### config.mk
export PLATFORM = sky130hd
export DESIGN_NAME = fetch_queue_stage
export DESIGN_NICKNAME = d
export VERILOG_FILES = /design/src/rtl/fetch_queue_stage.sv
export SDC_FILE = /design/constraint.sdc
export NUM_CORES = 1
export LEC_CHECK = 0
export BUFFER_PORTS_ARGS = -buffer_cell sky130_fd_sc_hd__buf_4
export CAP_MARGIN = 20
export CORE_ASPECT_RATIO = 1.75
export CORE_MARGIN = 2
export CORE_UTILIZATION = 55
export DETAILED_ROUTE_END_ITERATION = 6
export PLACE_DENSITY = 0.88
export SLEW_MARGIN = 20
export SYNTH_ARGS = -nofsm -noshare
export SYNTH_HDL_FRONTEND = slang
export SYNTH_SLANG_ARGS = --single-unit
### constraint.sdc
create_clock -name clk -period 5.14 [get_ports clk]
set_clock_uncertainty 0.1 [all_clocks]
set_input_delay 0.514 -clock clk [delete_from_list [all_inputs] [get_ports clk]]
set_output_delay 0.514 -clock clk [all_outputs]
set_load 0.05 [all_outputs]
### src/rtl/fetch_queue_stage.sv
// Instruction-fetch stage: issues reads to a 1-cycle synchronous instruction memory and buffers
// the returned instructions with their PCs in a small FIFO, presented through a valid/ready handshake.
module fetch_queue_stage #(
  parameter int          DEPTH    = 2,
  parameter logic [15:0] RESET_PC = 16'h0000,
  parameter logic [15:0] NOP_INST = 16'h0000
) (
  input  logic                     clk,
  input  logic                     rst,
  output logic                     imem_en,
  output logic [15:0]              imem_addr,
  input  logic [15:0]              imem_data,
  input  logic                     redirect,
  input  logic [15:0]              redirect_pc,
  output logic                     inst_valid,
  output logic [15:0]              inst_out,
  output logic [15:0]              inst_pc,
  input  logic                     inst_ready,
  output logic [$clog2(DEPTH):0]   occupancy
);

  localparam int PW = $clog2(DEPTH);
  localparam int CW = PW + 1;
  localparam logic [CW:0] DEPTH_W = (CW + 1)'(DEPTH);

  logic [15:0]   fetch_pc_r;
  logic          inflight_r;
  logic [15:0]   inflight_pc_r;
  logic [PW-1:0] head_r;
  logic [PW-1:0] tail_r;
  logic [CW-1:0] count_r;
  logic [15:0]   inst_mem_r [DEPTH];
  logic [15:0]   pc_mem_r   [DEPTH];

  logic          pop_s;
  logic          push_s;
  logic          issue_s;
  logic [CW:0]   demand_s;

  // Handshake, issue decision and head presentation
  always_comb begin
    pop_s      = 1'b0;
    push_s     = 1'b0;
    issue_s    = 1'b0;
    demand_s   = {(CW + 1){1'b0}};
    inst_valid = (count_r != {CW{1'b0}});
    inst_out   = NOP_INST;
    inst_pc    = 16'h0000;

    pop_s  = inst_valid & inst_ready;
    push_s = inflight_r & ~redirect;
    // Slots already committed (queued + returning) minus the one leaving this cycle
    demand_s = {1'b0, count_r} + {{CW{1'b0}}, inflight_r} - {{CW{1'b0}}, pop_s};
    issue_s  = rst & ~redirect & (demand_s < DEPTH_W);

    if (inst_valid) begin
      inst_out = inst_mem_r[head_r];
      inst_pc  = pc_mem_r[head_r];
    end else begin
      inst_out = NOP_INST;
      inst_pc  = 16'h0000;
    end
  end

  assign imem_en   = issue_s;
  assign imem_addr = fetch_pc_r;
  assign occupancy = count_r;

  // Fetch PC, in-flight tracking and queue pointers; redirect squashes everything
  always_ff @(posedge clk or negedge rst) begin
    if (!rst) begin
      fetch_pc_r    <= RESET_PC;
      inflight_r    <= 1'b0;
      inflight_pc_r <= 16'h0000;
      head_r        <= {PW{1'b0}};
      tail_r        <= {PW{1'b0}};
      count_r       <= {CW{1'b0}};
    end else if (redirect) begin
      fetch_pc_r    <= redirect_pc;
      inflight_r    <= 1'b0;
      head_r        <= {PW{1'b0}};
      tail_r        <= {PW{1'b0}};
      count_r       <= {CW{1'b0}};
    end else begin
      inflight_r <= issue_s;
      if (issue_s) begin
        inflight_pc_r <= fetch_pc_r;
        fetch_pc_r    <= fetch_pc_r + 16'h0001;
      end
      if (push_s) begin
        tail_r <= tail_r + PW'(1);
      end
      if (pop_s) begin
        head_r <= head_r + PW'(1);
      end
      count_r <= count_r + {{(CW - 1){1'b0}}, push_s} - {{(CW - 1){1'b0}}, pop_s};
    end
  end

  // Queue storage; contents are only observed through count, so no reset is needed
  always_ff @(posedge clk) begin
    if (push_s) begin
      inst_mem_r[tail_r] <= imem_data;
      pc_mem_r[tail_r]   <= inflight_pc_r;
    end
  end

endmodule

==> results.py <==
metrics = {
    "status": {
        "status": "completed",
    },
    "synthesis": {
        "synthDistinctLibCells": 32,
        "syn-cell-area_um2": 4190,
        "netlist_top_cells_count": "64 x edfxtp_1, 46 x nor2_1, 37 x dfrtp_1",
        "synth_flop_cell": "edfxtp_1",
        "yosysTopAreaCell": "edfxtp_1",
        "synth.most_common_cell": "edfxtp_1",
        "yosys_warnings": 0,
        "ys_ff_latch": 101,
        "synth_edf_count": 64,
        "ys_async_sr_fraction": 0.366,
        "yosysTopAreaCellShare": 0.459,
        "synthesis.instances": 303,
        "yosysSeqAreaShare": 0.680,
        "synth_area_leaders": "edfxtp_1 46%, dfrtp_1 22%, mux2i_1 7.9%",
        "syn_avg_cell_area_um2": 13.8,
        "syn_nets": 343,
    },
    "clocking": {
        "clk-insertion-delay-late_ns": 0.34,
        "postCtsHoldBufs": 0,
        "cts_setup_buffers": 0,
        "cts_buffer_depth": 2,
        "numCtsBuffers": 9,
        "clock-root-buffer": "clkbuf_16",
        "h-tree-depth": 3,
        "cts_resized": 0,
        "cts_sinks": 101,
        "cts.clk_slew.worst_paths_ns": 0.06,
        "cts_tree": "built",
    },
    "placed_design": {
        "hpwl_um": 5420,
        "gp_congestion": 0.845,
        "port_buffers": 87,
        "placed_area_um2": 4930,
        "dpl.cell_count": 466,
    },
    "power": {
        "ir_drop_mv": 0.337,
        "internal_power_mw": 1.79,
        "clockPowerShare": 0.222,
        "switching_share": 0.380,
        "switchingPower_mw": 1.10,
        "comb_power_share": 0.361,
        "seqPwrFrac": 0.417,
        "cellLeakagePower_nw": 2.04,
        "p_per_area_nw_per_um2": 556,
    },
    "critical_path": {
        "critPathCaptureType": "primary output",
        "worstPathArrival_ns": 3.08,
        "required_ns": 4.53,
        "reg2reg_to": "imem_addr[12]$_DFFE_PN0P_",
        "ff2ff_path_depth": 10,
        "rrSetupSlack_ns": 1.64,
        "critPathKind": "reg -> out",
        "reg2reg_from": "occupancy[1]$_DFF_PN0_",
        "worst-path-max-fanout": 33,
        "critPathLaunchType": "flip-flop",
    },
    "routing": {
        "route.met2.wl_um": 4420,
        "dr.pass1.iters": 4,
        "wl_per_cell_um": 16.9,
        "m1WireLength_um": 3160,
        "top_layer_used": "met4",
        "drt_iter0_drc": 219,
        "totalWireLength_um": 8150,
        "vias": 2695,
        "dr_wl_met3_um": 355,
        "drc": 0,
        "antenna_left": 0,
        "viasPerCell": 5.59,
    },
    "layout": {
        "stdcell_area_um2": 5210,
        "nNetsFinal": 429,
        "num_antenna_cells": 0,
        "layout-drive-gt1-share": 0.312,
        "layoutNonFillerInstCount": 482,
        "synthToLayoutAreaGrowth_pct": 24.4,
    },
    "sta": {
        "setup-violations-final": 0,
        "max_freq_ghz": 0.271,
        "grt_setup_unrepaired": "false",
        "min_period_over_period": 0.718,
        "fin_crit_ns": 3.69,
        "hold_viol_final": 0,
        "setup_tns_ns": 0,
        "relSlewSlack": 0.352,
        "slew_violations": 0,
        "worstMarginPinSlew_ns": 0.972,
    },
    "floorplan": {
        "die_h_um": 119,
        "fp.dieW_um": 70.0,
        "design.die.area_um2": 8360,
        "io_pins": 88,
        "core_area_um2": 7460,
        "initial_core_util": 0.562,
        "num_rows": 42,
    },
    "global_route": {
        "grt_pass1_wl_um": 12800,
        "track_usage": 0.202,
        "grt_max_degree": 39,
        "grt_overflow_total": 0,
        "grt_pass1_vias": 2650,
        "antenna_found_initial": 0,
    },
    "job": {
        "max_cap_violations": 0,
    },
    "min_path": {
        "holdCritPathClass": "in -> async",
    },
}
[sequential cells by signal, indices dropped and copies added (netlist names)]
signal	count
pc_mem_r	32
imem_addr	16
head_r	1
tail_r	1
inflight_r	1
inflight_pc_r	16
occupancy	2
inst_mem_r	32
[area by class of cell]
class | count | area, um^2
Clock buffer | 15 | 279
Clock inverter | 1 | 5.00
Fill cell | 501 | 2250
Inverter | 6 | 22.5
Multi-Input combinational cell | 181 | 1270
Sequential cell | 101 | 2850
Tap cell | 88 | 110
Timing Repair Buffer | 90 | 676
[layout by cell type (no fill, tap or decap), types with 2 or more instances in the layout]
cell type,netlist,routed
and3_1,2,2
xnor2_1,9,9
or4_1,7,7
or3_1,3,3
buf_4,0,90
o21ai_0,9,9
nand4_1,3,3
nand2_1,17,17
a31oi_1,7,7
xor2_1,3,3
ha_1,3,3
mux2i_1,33,33
o31ai_1,6,6
inv_1,5,5
clkbuf_16,0,10
mux2_2,16,16
nand3_1,5,5
nor4_1,3,3
clkbuf_1,12,4
dfrtp_1,37,36
edfxtp_1,64,64
nor2_1,46,44
[worst max-delay path, stage by stage (launching register included)]
cell	delay [ns]
dfrtp_1	0.49
nor2_2	0.14
buf_4	0.33
inv_1	0.11
nand2_1	0.13
nor2_1	0.07
fa_1	0.52
nand2_1	0.20
nor3_2	0.21
buf_4	0.27
buf_4	0.24
[how the worst max path moves through the flow]
stage | start | end | slack, ns | cells past startpoint
2_1_floorplan | occupancy[1]$_DFF_PN0_ | imem_en | 1.50 | 8
3_3_place_gp | occupancy[1]$_DFF_PN0_ | imem_addr[12]$_DFFE_PN0P_ | 1.84 | 10
3_5_place_dp | occupancy[1]$_DFF_PN0_ | imem_addr[14]$_DFFE_PN0P_ | 1.70 | 10
4_1_cts | occupancy[1]$_DFF_PN0_ | imem_en | 1.46 | 10
5_1_grt | occupancy[1]$_DFF_PN0_ | imem_en | 1.22 | 10
6_report | occupancy[1]$_DFF_PN0_ | imem_en | 1.45 | 10
[metal layers]
metal | global-route usage | vias up
met5 | 0 | -
met2 | 0.348 | 82
met4 | 0.108 | 0
met1 | 0.230 | 1328
li1 | - | 1268
met3 | 0.0448 | 17
[cells by family (layout without fill, tap and decap cells)]
group | after synthesis | in the layout | share of synthesized area
AO/OA/AOI/OAI | 23 | 23 | 0.0337
multiplexers | 49 | 49 | 0.122
XOR/XNOR | 13 | 13 | 0.0290
flip-flops | 101 | 101 | 0.680
buffers and inverters | 21 | 112 | 0.0197
adder cells (fa/ha/maj) | 4 | 4 | 0.0137
AND/OR/NAND/NOR | 92 | 92 | 0.102
[per-stage QoR]
| step | power [mW] | util | worst slack, ns | hold slack, ns |
|---|---|---|---|---|
| floorplan | 1.94 | - | 1.50 | 0.118 |
| global placement | 2.23 | 0.660 | 1.84 | 0.349 |
| detailed placement | 2.27 | 0.660 | 1.70 | 0.355 |
| CTS | 2.91 | 0.698 | 1.46 | 0.0333 |
| global route | 3.02 | 0.698 | 1.22 | 0.0558 |
| finish | 2.90 | 0.698 | 1.45 | 0.0225 |
[power groups by stage]
stage / clock [mW] / sequential, mW / combinational (mW)
2_1_floorplan: 0 / 1.23 / 0.713
3_3_place_gp: 0 / 1.20 / 1.02
3_5_place_dp: 0 / 1.22 / 1.04
4_1_cts: 0.646 / 1.21 / 1.05
5_1_grt: 0.678 / 1.23 / 1.11
6_report: 0.644 / 1.21 / 1.05
Note: power is estimated with default switching activity, not from simulation.
